`config.mk`:
```
export PLATFORM = sky130hd
export DESIGN_NAME = mxdiv_stage_sequencer
export DESIGN_NICKNAME = d
export VERILOG_FILES = /design/src/rtl/mxdiv_stage_sequencer.sv
export SDC_FILE = /design/constraint.sdc
export NUM_CORES = 1
export LEC_CHECK = 0
export ABC_AREA = 1
export BUFFER_PORTS_ARGS = -buffer_cell sky130_fd_sc_hd__buf_2
export CAP_MARGIN = 20
export CORE_MARGIN = 3
export CORE_UTILIZATION = 35
export DETAILED_ROUTE_END_ITERATION = 10
export GPL_ROUTABILITY_DRIVEN = 0
export PLACE_DENSITY = 0.64
export SYNTH_ARGS = -nofsm -noshare
export SYNTH_HDL_FRONTEND = slang
export SYNTH_SLANG_ARGS = --single-unit
export TNS_END_PERCENT = 30
```
`constraint.sdc`:
```
create_clock -name clk -period 3 [get_ports clk]
set_input_delay 0.15 -clock clk [delete_from_list [all_inputs] [get_ports clk]]
set_output_delay 0.15 -clock clk [all_outputs]
set_load 0.01 [all_outputs]
```
`src/rtl/mxdiv_stage_sequencer.sv`:
```
// mxdiv_stage_sequencer: top-level phase sequencer for the matrix divider.
// Launches NUM_STAGES sub-unit controllers in order. Each unit gets a one-cycle
// start pulse, and the next unit launches only after the current unit reports
// done. A watchdog bounds the time spent waiting on any single unit. A single
// done pulse marks the end of the whole division.
// Optional build macro STAGE_SKIP_EN adds the skip_mask input. skip_mask is
// latched when a start is accepted, and masked stages are bypassed.
module mxdiv_stage_sequencer #(
  parameter int NUM_STAGES = 4,
  parameter int TIMEOUT    = 64,
  parameter int IDX_W      = 3
) (
  input  logic                  clk,
  input  logic                  rst,
  input  logic                  start,
  input  logic [NUM_STAGES-1:0] stage_done,
`ifdef STAGE_SKIP_EN
  input  logic [NUM_STAGES-1:0] skip_mask,
`endif
  output logic [NUM_STAGES-1:0] stage_start,
  output logic [IDX_W-1:0]      stage_idx,
  output logic                  busy,
  output logic                  done,
  output logic                  err
);

  localparam int CNT_W = $clog2(TIMEOUT) + 1;

  typedef enum logic [2:0] {
    S_IDLE,
    S_LAUNCH,
    S_WAIT,
    S_FINISH,
    S_ERROR
  } state_t;

  state_t                  state_q, state_d;
  logic [IDX_W-1:0]        idx_q, idx_d;
  logic [CNT_W-1:0]        cnt_q, cnt_d, cnt_inc;
  logic [NUM_STAGES-1:0]   stage_start_q, stage_start_d;
  logic                    busy_q, busy_d;
  logic                    done_q, done_d;
  logic                    err_q, err_d;

  // Skip-mask plumbing: mask seen at start acceptance, and the mask held for the run.
  logic [NUM_STAGES-1:0]   accept_mask;
  logic [NUM_STAGES-1:0]   mask_q;
  logic                    start_accept;

  // Search results: {found, index} of the first runnable stage at/after a position.
  logic [IDX_W:0]          first_stage;
  logic [IDX_W:0]          next_stage;
  logic                    cur_done;

  // Lowest-numbered unmasked stage whose index is >= from. MSB flags "found".
  function automatic logic [IDX_W:0] find_next(input logic [IDX_W:0]      from,
                                               input logic [NUM_STAGES-1:0] mask);
    logic [IDX_W:0] r;
    r = '0;
    for (int k = NUM_STAGES - 1; k >= 0; k--) begin
      if ((k >= int'(from)) && !mask[k]) begin
        r = {1'b1, IDX_W'(k)};
      end
    end
    return r;
  endfunction

  // A start is only honoured when no run is in flight.
  assign start_accept = start &&
                        ((state_q == S_IDLE) || (state_q == S_FINISH) || (state_q == S_ERROR));

`ifdef STAGE_SKIP_EN
  assign accept_mask = skip_mask;

  // Capture the skip mask for the run when a start is accepted.
  always_ff @(posedge clk or posedge rst) begin
    if (rst) begin
      mask_q <= '0;
    end else if (start_accept) begin
      mask_q <= skip_mask;
    end
  end
`else
  assign accept_mask = '0;
  assign mask_q      = '0;
`endif

  // Next-state, watchdog and registered-output decode.
  always_comb begin
    state_d     = state_q;
    idx_d       = idx_q;
    cnt_d       = cnt_q;
    first_stage = find_next('0, accept_mask);
    next_stage  = find_next({1'b0, idx_q} + 1'b1, mask_q);
    cnt_inc     = (&cnt_q) ? cnt_q : cnt_q + 1'b1;

    // Only the done level of the stage being awaited matters.
    cur_done = 1'b0;
    for (int k = 0; k < NUM_STAGES; k++) begin
      if (idx_q == IDX_W'(k)) begin
        cur_done = stage_done[k];
      end
    end

    case (state_q)
      S_IDLE, S_FINISH, S_ERROR: begin
        if (start) begin
          // With every stage masked, the run goes straight to FINISH.
          idx_d   = first_stage[IDX_W-1:0];
          cnt_d   = '0;
          state_d = first_stage[IDX_W] ? S_LAUNCH : S_FINISH;
        end else if (state_q == S_FINISH) begin
          state_d = S_IDLE;
        end
      end
      S_LAUNCH: begin
        // Done is deliberately ignored here so a stale level cannot retire the stage.
        cnt_d   = '0;
        state_d = S_WAIT;
      end
      S_WAIT: begin
        cnt_d = cnt_inc;
        if (cur_done) begin
          // Done takes priority over a watchdog expiry in the same cycle.
          if (next_stage[IDX_W]) begin
            idx_d   = next_stage[IDX_W-1:0];
            cnt_d   = '0;
            state_d = S_LAUNCH;
          end else begin
            state_d = S_FINISH;
          end
        end else if (cnt_inc == CNT_W'(TIMEOUT - 1)) begin
          state_d = S_ERROR;
        end
      end
      default: begin
        state_d = S_IDLE;
      end
    endcase

    stage_start_d = '0;
    for (int k = 0; k < NUM_STAGES; k++) begin
      if ((state_d == S_LAUNCH) && (idx_d == IDX_W'(k))) begin
        stage_start_d[k] = 1'b1;
      end
    end
    busy_d = (state_d == S_LAUNCH) || (state_d == S_WAIT);
    done_d = (state_d == S_FINISH);
    // ERROR is left only through an accepted start, so err is sticky until then.
    err_d  = (state_d == S_ERROR);
  end

  // State, index, watchdog and output registers.
  always_ff @(posedge clk or posedge rst) begin
    if (rst) begin
      state_q       <= S_IDLE;
      idx_q         <= '0;
      cnt_q         <= '0;
      stage_start_q <= '0;
      busy_q        <= 1'b0;
      done_q        <= 1'b0;
      err_q         <= 1'b0;
    end else begin
      state_q       <= state_d;
      idx_q         <= idx_d;
      cnt_q         <= cnt_d;
      stage_start_q <= stage_start_d;
      busy_q        <= busy_d;
      done_q        <= done_d;
      err_q         <= err_d;
    end
  end

  assign stage_start = stage_start_q;
  assign stage_idx   = idx_q;
  assign busy        = busy_q;
  assign done        = done_q;
  assign err         = err_q;

endmodule

```
==> results of run 1 <==
## worst max-delay path: cells and delay by family (launching register included)
family | cells | cell delay (ns)
buffers and inverters | 1 | 0.06
DFF | 1 | 0.49
adders and majority gates | 2 | 0.43
and+or+nand+nor | 9 | 0.90
AOI/OAI and AO/OA | 1 | 0.12
## routing by layer
layer	part of all wire [%]	track usage, %
met2	49	21.0
met1	46	16.4
met3	4.7	4.44
met5	0	0
met4	0	2.33
## state kept, by name, summed over array words and instances, names as in the netlist
| signal | flops |
|---|---|
| done | 1 |
| busy | 1 |
| stage_idx | 3 |
| cnt_q | 7 |
| state_q | 3 |
| err | 1 |
| stage_start | 4 |
## final timing paths
kind                       depth (start not counted)        endpoint  slack (ns)         start
max                                               13  stage_start[0]        0.93  stage_idx[0]
min                                                3      state_q[0]        0.19         start
max reg2reg                                       13  stage_start[0]        0.93  stage_idx[0]
min reg2reg                                        2        cnt_q[6]        0.61      cnt_q[6]
max in group asynchronous                          3      state_q[2]        2.03           rst
min in group asynchronous                          3        cnt_q[6]        0.50           rst
## Yosys cell counts, types with 2 or more instances
| cell type | number | share of area, % |
|---|---|---|
| o21ai_2 | 2 | 1.4 |
| nand2_2 | 9 | 4.6 |
| inv_2 | 4 | 1.2 |
| nand3_1 | 11 | 4.5 |
| nor2_2 | 3 | 1.5 |
| o22ai_1 | 2 | 1.0 |
| nor2_4 | 3 | 2.7 |
| a21oi_1 | 4 | 1.6 |
| inv_1 | 21 | 6.4 |
| dfrtp_1 | 20 | 41 |
| o21ai_0 | 6 | 2.4 |
| nor2_1 | 8 | 2.4 |
| ha_1 | 7 | 7.1 |
| nand2_4 | 2 | 1.8 |
| nand4_1 | 6 | 3.0 |
| o31ai_1 | 2 | 1.2 |
| nand2_1 | 32 | 9.7 |
## placed cells by master (no fill, tap or decap), types with 2 or more instances in the layout
cell and n:
inv_1 21, o21ai_2 2, dfrtp_1 20, nand4_1 6, nand2_2 9, nor2_1 8
o21ai_0 6, nor2_4 3, o22ai_1 2, ha_1 7, o31ai_1 2, nand3_1 11
clkbuf_4 3, buf_2 16, nand2_1 32, nand2_4 2, inv_2 4, a21oi_1 4
nor2_2 3
## power by group through the flow
stage	sequential [mW]	clock (mW)	combinational [mW]
6_report	0.374	0.160	0.467
3_3_place_gp	0.374	0	0.455
4_1_cts	0.374	0.165	0.474
3_5_place_dp	0.377	0	0.472
2_1_floorplan	0.382	0	0.342
5_1_grt	0.382	0.178	0.528
## cell type report
cell class | instances | area (µm²)
multi-input combinational | 106 | 633
tap | 44 | 55.1
fill | 342 | 1790
sequential | 20 | 500
clock buffer | 4 | 36.3
timing repair buffer | 17 | 90.1
inverter | 25 | 93.8
## through the flow
| stage | instance area (µm²) | setup WS (ns) | hold slack (ns) | utilization, % |
|---|---|---|---|---|
| after floorplan | 1230 | 1.15 | 0.114 | - |
| after global placement | 1360 | 1.04 | 0.318 | 42.5 |
| after detailed placement | 1360 | 0.951 | 0.324 | 42.5 |
| after CTS | 1410 | 0.931 | 0.191 | 44.0 |
| after global routing | 1410 | 0.735 | 0.196 | 44.0 |
| final | 1410 | 0.932 | 0.190 | 44.0 |
## repair_timing
action / CTS / global route
resized for setup: 0 / 0
hold buffers: 1 / 0
hold endpoints to repair: 20 / 0
## logic make-up after synthesis
group / after synthesis / share of synthesized area, %
xor+xnor: 2 / 1.42
fa+ha+maj: 7 / 7.09
flops: 20 / 40.5
simple gates: 78 / 32.7
buf+inv: 26 / 8.21
compound gates: 19 / 10.0
==> impl_metrics.xml, run 1 <==
<?xml version="1.0" encoding="UTF-8"?>
<metrics>
  <group name="status">
    <metric name="status" unit="">finished, final reports clean</metric>
  </group>
  <group name="power_and_ir_drop">
    <metric name="power.share.combinational" unit="%">46.7</metric>
    <metric name="pwr-share-clk" unit="%">16.0</metric>
    <metric name="fin_total_pwr" unit="mW">1.00</metric>
    <metric name="switching_part_of_the_total_power" unit="%">44.5</metric>
    <metric name="vdd.ir_drop.worst" unit="mV">0.339</metric>
    <metric name="p_seq_share" unit="%">37.3</metric>
    <metric name="p_per_area" unit="nW/µm²">711</metric>
    <metric name="static-leakage-power" unit="nW">0.737</metric>
    <metric name="p_sw" unit="mW">0.446</metric>
    <metric name="internal_cell_power" unit="mW">0.556</metric>
  </group>
  <group name="run">
    <metric name="max_cap_violations" unit="">0</metric>
  </group>
  <group name="global_route">
    <metric name="grt_remaining_overflow" unit="">0</metric>
    <metric name="grt_pass1_wl" unit="µm">4320</metric>
    <metric name="grt_max_degree" unit="">21</metric>
    <metric name="global_route.usage.total" unit="%">12.8</metric>
    <metric name="antenna_found_initial" unit="">0</metric>
    <metric name="grt_pass1_vias" unit="">1017</metric>
  </group>
  <group name="logic_synthesis">
    <metric name="synth.yosys.seq_area_share" unit="%">40.5</metric>
    <metric name="synth-edff-count" unit="">0</metric>
    <metric name="synth_async_sr_flop_share" unit="%">100</metric>
    <metric name="syn_std_cell_area" unit="µm²">1230</metric>
    <metric name="dominantRegCellSynth" unit="">dfrtp_1</metric>
    <metric name="synth_fp_nets" unit="">166</metric>
    <metric name="synth_cell_types" unit="">27</metric>
    <metric name="avgSynthCellArea" unit="µm²">8.12</metric>
    <metric name="synth_register_bits" unit="">20</metric>
    <metric name="yosys_warn_count" unit="">0</metric>
    <metric name="syn-instance-count" unit="">152</metric>
  </group>
  <group name="die">
    <metric name="die_width" unit="µm">65.4</metric>
    <metric name="boundaryPins" unit="">17</metric>
    <metric name="core_area" unit="µm²">3200</metric>
    <metric name="placement_rows" unit="">20</metric>
    <metric name="start_util" unit="%">38.6</metric>
    <metric name="die_area" unit="µm²">4280</metric>
    <metric name="die_boundary_height" unit="µm">65.4</metric>
  </group>
  <group name="sta">
    <metric name="achievable-frequency" unit="MHz">484</metric>
    <metric name="slew_viol_final" unit="">0</metric>
    <metric name="hold_viol" unit="">0</metric>
    <metric name="timing.max_slew.rel_slack" unit="%">50.4</metric>
    <metric name="layout_worst_path_cycle_share" unit="%">68.9</metric>
    <metric name="unrepaired_setup_endpoints_after_global_routing" unit="">no</metric>
    <metric name="worst_pin_slew" unit="ns">0.743</metric>
    <metric name="timing.final.crit_period" unit="ns">2.07</metric>
    <metric name="totalNegativeSetupSlack" unit="ns">0</metric>
    <metric name="final.setup_skew" unit="ns">0.00194</metric>
    <metric name="setup_violations" unit="">0</metric>
  </group>
  <group name="routing">
    <metric name="drt_pre_antenna_iters" unit="">4</metric>
    <metric name="final_antenna_net_count" unit="">0</metric>
    <metric name="route.detailed.drc" unit="">0</metric>
    <metric name="viasPerCell" unit="">4.89</metric>
    <metric name="detailedRoute.firstIterationViolations" unit="">25</metric>
    <metric name="wl_per_cell" unit="µm">11.7</metric>
    <metric name="wirelength" unit="µm">2530</metric>
    <metric name="overall_via_count_from_detail_route" unit="">1057</metric>
  </group>
  <group name="critical_path">
    <metric name="cp.arrival" unit="ns">2.31</metric>
    <metric name="slowest_cell_delay_on_critical_path" unit="ns">0.49</metric>
    <metric name="timing.critical_path.slowest_stage_cell" unit="">dfrtp_1</metric>
    <metric name="crit_fanout" unit="">9</metric>
    <metric name="critical-path-top-cell-by-count" unit="">nand2_2</metric>
    <metric name="critPathRequiredTime" unit="ns">3.24</metric>
    <metric name="critical_path.startpoint_type" unit="">register</metric>
    <metric name="setup.worst_path.end_class" unit="">register</metric>
    <metric name="crit_path_category" unit="">reg2reg</metric>
    <metric name="crit_path_cell_trace" unit="">ha_1, ha_1, inv_1, nand2_1, a21oi_1, nand2_1, nand2_2, nand2_2, nand2_2, nand2_2, nand2_1, nand3_1, nor2_1</metric>
  </group>
  <group name="cts">
    <metric name="htreeDepth" unit="">1</metric>
    <metric name="root_buffer" unit="">clkbuf_4</metric>
    <metric name="num_cts_buffers" unit="">3</metric>
    <metric name="cts_setup_buffers" unit="">0</metric>
    <metric name="tritoncts_num_sinks" unit="">20</metric>
    <metric name="cts.clk_slew.worst_paths" unit="ns">0.12</metric>
    <metric name="max-clock-path-buffers" unit="">2</metric>
    <metric name="cts_tree" unit="">done</metric>
    <metric name="clock_latency" unit="ns">0.30</metric>
  </group>
  <group name="final_layout">
    <metric name="layout-drive-gt1-share" unit="%">27.3</metric>
    <metric name="area_growth_syn_to_fin" unit="%">14.1</metric>
    <metric name="final_std_cells_w_o_fill" unit="">216</metric>
    <metric name="design.final.nets" unit="">187</metric>
    <metric name="antenna_cells" unit="">0</metric>
  </group>
  <group name="placed_design">
    <metric name="quantity_of_i_o_buffers_inserted_on_ports" unit="">16</metric>
    <metric name="detailedPlacementHpwl" unit="µm">2030</metric>
    <metric name="dp_cells" unit="">211</metric>
  </group>
  <group name="min_path">
    <metric name="hold_path.class" unit="">in2reg</metric>
  </group>
</metrics>
No activity file was read; power rests on OpenSTA's default activity.
==> inputs of run 2 (changes only) <==
==> constraint.sdc (replaced) <==
create_clock -name clk -period 2.1 [get_ports clk]
set_input_delay 0.105 -clock clk [delete_from_list [all_inputs] [get_ports clk]]
set_output_delay 0.105 -clock clk [all_outputs]
set_load 0.01 [all_outputs]
==> impl_metrics.xml, run 2 (synthesized netlist as in run 1, its figures left out) <==
<?xml version="1.0" encoding="UTF-8"?>
<metrics>
  <group name="routing">
    <metric name="final_antenna_net_count" unit="">0</metric>
    <metric name="detailedRoute.firstIterationViolations" unit="">13</metric>
    <metric name="wirelength" unit="µm">2600</metric>
    <metric name="route.detailed.drc" unit="">0</metric>
    <metric name="wl_per_cell" unit="µm">11.9</metric>
    <metric name="overall_via_count_from_detail_route" unit="">1026</metric>
    <metric name="drt_pre_antenna_iters" unit="">4</metric>
    <metric name="viasPerCell" unit="">4.71</metric>
  </group>
  <group name="critical_path">
    <metric name="setup.worst_path.end_class" unit="">register</metric>
    <metric name="critPathRequiredTime" unit="ns">2.34</metric>
    <metric name="crit_fanout" unit="">8</metric>
    <metric name="crit_path_category" unit="">reg2reg</metric>
    <metric name="cp.arrival" unit="ns">2.11</metric>
    <metric name="critical_path.startpoint_type" unit="">register</metric>
  </group>
  <group name="die">
    <metric name="boundaryPins" unit="">17</metric>
    <metric name="core_area" unit="µm²">3200</metric>
    <metric name="die_boundary_height" unit="µm">65.4</metric>
    <metric name="placement_rows" unit="">20</metric>
    <metric name="start_util" unit="%">38.6</metric>
    <metric name="die_width" unit="µm">65.4</metric>
    <metric name="die_area" unit="µm²">4280</metric>
  </group>
  <group name="final_layout">
    <metric name="layout-drive-gt1-share" unit="%">28.2</metric>
    <metric name="area_growth_syn_to_fin" unit="%">16.1</metric>
    <metric name="antenna_cells" unit="">0</metric>
    <metric name="multi_input_area" unit="µm²">643</metric>
    <metric name="design.final.nets" unit="">189</metric>
    <metric name="most_flops_register" unit="">cnt_q</metric>
    <metric name="final_std_cells_w_o_fill" unit="">218</metric>
    <metric name="final.fill_count" unit="">335</metric>
    <metric name="seq_area" unit="µm²">500</metric>
    <metric name="largest_register_ffs" unit="">7</metric>
    <metric name="layout.cells.most_common" unit="">nand2_1</metric>
    <metric name="fin_util" unit="%">44.8</metric>
    <metric name="layout.cells.most_common_list" unit="">32 x nand2_1, 21 x inv_1, 20 x dfrtp_1</metric>
  </group>
  <group name="status">
    <metric name="status" unit="">finished, final reports clean</metric>
  </group>
  <group name="cts">
    <metric name="root_buffer" unit="">clkbuf_4</metric>
    <metric name="cts_setup_buffers" unit="">0</metric>
    <metric name="cts_tree" unit="">done</metric>
    <metric name="clock_latency" unit="ns">0.31</metric>
    <metric name="tritoncts_num_sinks" unit="">20</metric>
    <metric name="htreeDepth" unit="">1</metric>
    <metric name="cts.clk_slew.worst_paths" unit="ns">0.12</metric>
    <metric name="num_cts_buffers" unit="">3</metric>
    <metric name="max-clock-path-buffers" unit="">2</metric>
  </group>
  <group name="global_route">
    <metric name="grt_max_degree" unit="">21</metric>
    <metric name="top_usage_layer" unit="">met2</metric>
    <metric name="grt_pass1_vias" unit="">1051</metric>
    <metric name="gr-usage-met1" unit="%">15.8</metric>
    <metric name="antenna_found_initial" unit="">0</metric>
    <metric name="grt_remaining_overflow" unit="">0</metric>
    <metric name="grt_pass1_wl" unit="µm">4530</metric>
    <metric name="groute.layer.met2.usage" unit="%">23.9</metric>
    <metric name="global_route.usage.total" unit="%">13.8</metric>
    <metric name="grt_use_met3" unit="%">4.44</metric>
  </group>
  <group name="sta">
    <metric name="hold_viol" unit="">0</metric>
    <metric name="slew_viol_final" unit="">0</metric>
    <metric name="worst_pin_slew" unit="ns">0.753</metric>
    <metric name="timing.max_slew.rel_slack" unit="%">49.8</metric>
    <metric name="setup_violations" unit="">0</metric>
    <metric name="achievable-frequency" unit="MHz">534</metric>
    <metric name="final.setup_skew" unit="ns">0.00976</metric>
    <metric name="timing.final.crit_period" unit="ns">1.87</metric>
    <metric name="layout_worst_path_cycle_share" unit="%">89.3</metric>
  </group>
  <group name="placed_design">
    <metric name="dp_cells" unit="">213</metric>
    <metric name="quantity_of_i_o_buffers_inserted_on_ports" unit="">16</metric>
    <metric name="detailedPlacementHpwl" unit="µm">2090</metric>
  </group>
  <group name="power_and_ir_drop">
    <metric name="vdd.ir_drop.worst" unit="mV">0.601</metric>
    <metric name="static-leakage-power" unit="nW">0.755</metric>
    <metric name="p_per_area" unit="nW/µm²">1030</metric>
    <metric name="fin_total_pwr" unit="mW">1.47</metric>
  </group>
  <group name="run">
    <metric name="max_cap_violations" unit="">0</metric>
  </group>
  <group name="min_path">
    <metric name="hold_path.class" unit="">in2reg</metric>
  </group>
</metrics>
[run 2: cell types whose count changed in the layout (fill, tap and decap cells not counted), sizes merged]
| cell | before | now |
|---|---|---|
| buf | 16 | 18 |
[run 2: layer usage]
layer	vias up	part of all wire [%]
li1	530	-
met1	480	45
met2	12	50
met3	4	3.9
met4	0	1.2
met5	-	0
[run 2: where the power goes]
part / switching (mW) / internal (mW)
registers: 0.0572 / 0.461
logic: 0.477 / 0.249
clock network: 0.120 / 0.106
total: 0.654 / 0.816
[run 2: path summary, 6_finish.rpt]
| check | slack (ns) | startpoint | depth (start not counted) | to |
|---|---|---|---|---|
| setup / recovery | 0.23 | stage_idx[0] | 13 | stage_start[0] |
| max in group asynchronous | 1.17 | rst | 3 | stage_idx[0] |
| min in group asynchronous | 0.46 | rst | 3 | state_q[2] |
| setup reg to reg | 0.23 | stage_idx[0] | 13 | stage_start[0] |
| hold reg to reg | 0.59 | cnt_q[6] | 2 | cnt_q[6] |
| hold / removal | 0.13 | start | 4 | state_q[2] |
[run 2: area by class of cell]
cell class,count,area share (%)
multi-input combinational,106,44.9
timing repair buffer,19,7.33
clock buffer,4,2.53
tap,44,3.84
sequential,20,34.9
inverter,25,6.54
[run 2: worst max-delay path, cell delays in order (launching register included)]
cell and delay (ns):
dfrtp_1 0.40, ha_1 0.20, ha_1 0.19, inv_1 0.05
nand2_1 0.04, a21oi_1 0.12, nand2_1 0.08, nand2_2 0.14
nand2_2 0.10, nand2_4 0.11, nand2_4 0.07, nand2_1 0.09
nand3_1 0.10, nor2_1 0.12
[run 2: stage by stage]
stage | area, µm² | hold slack, ns | setup TNS (ns) | setup WS (ns)
finish | 1430 | 0.131 | 0 | 0.226
CTS | 1420 | 0.141 | 0 | 0.164
floorplan | 1230 | 0.0688 | 0 | 0.252
detailed placement | 1380 | 0.280 | 0 | 0.178
global placement | 1380 | 0.268 | 0 | 0.258
global route | 1430 | 0.139 | -0.00246 | -0.00246
[run 2: timing repair]
action                                  CTS  global route
endpoints found under the setup margin    0             5
hold buffers                              1             0
resized for setup                         0             2
endpoints found under the hold margin    20             0
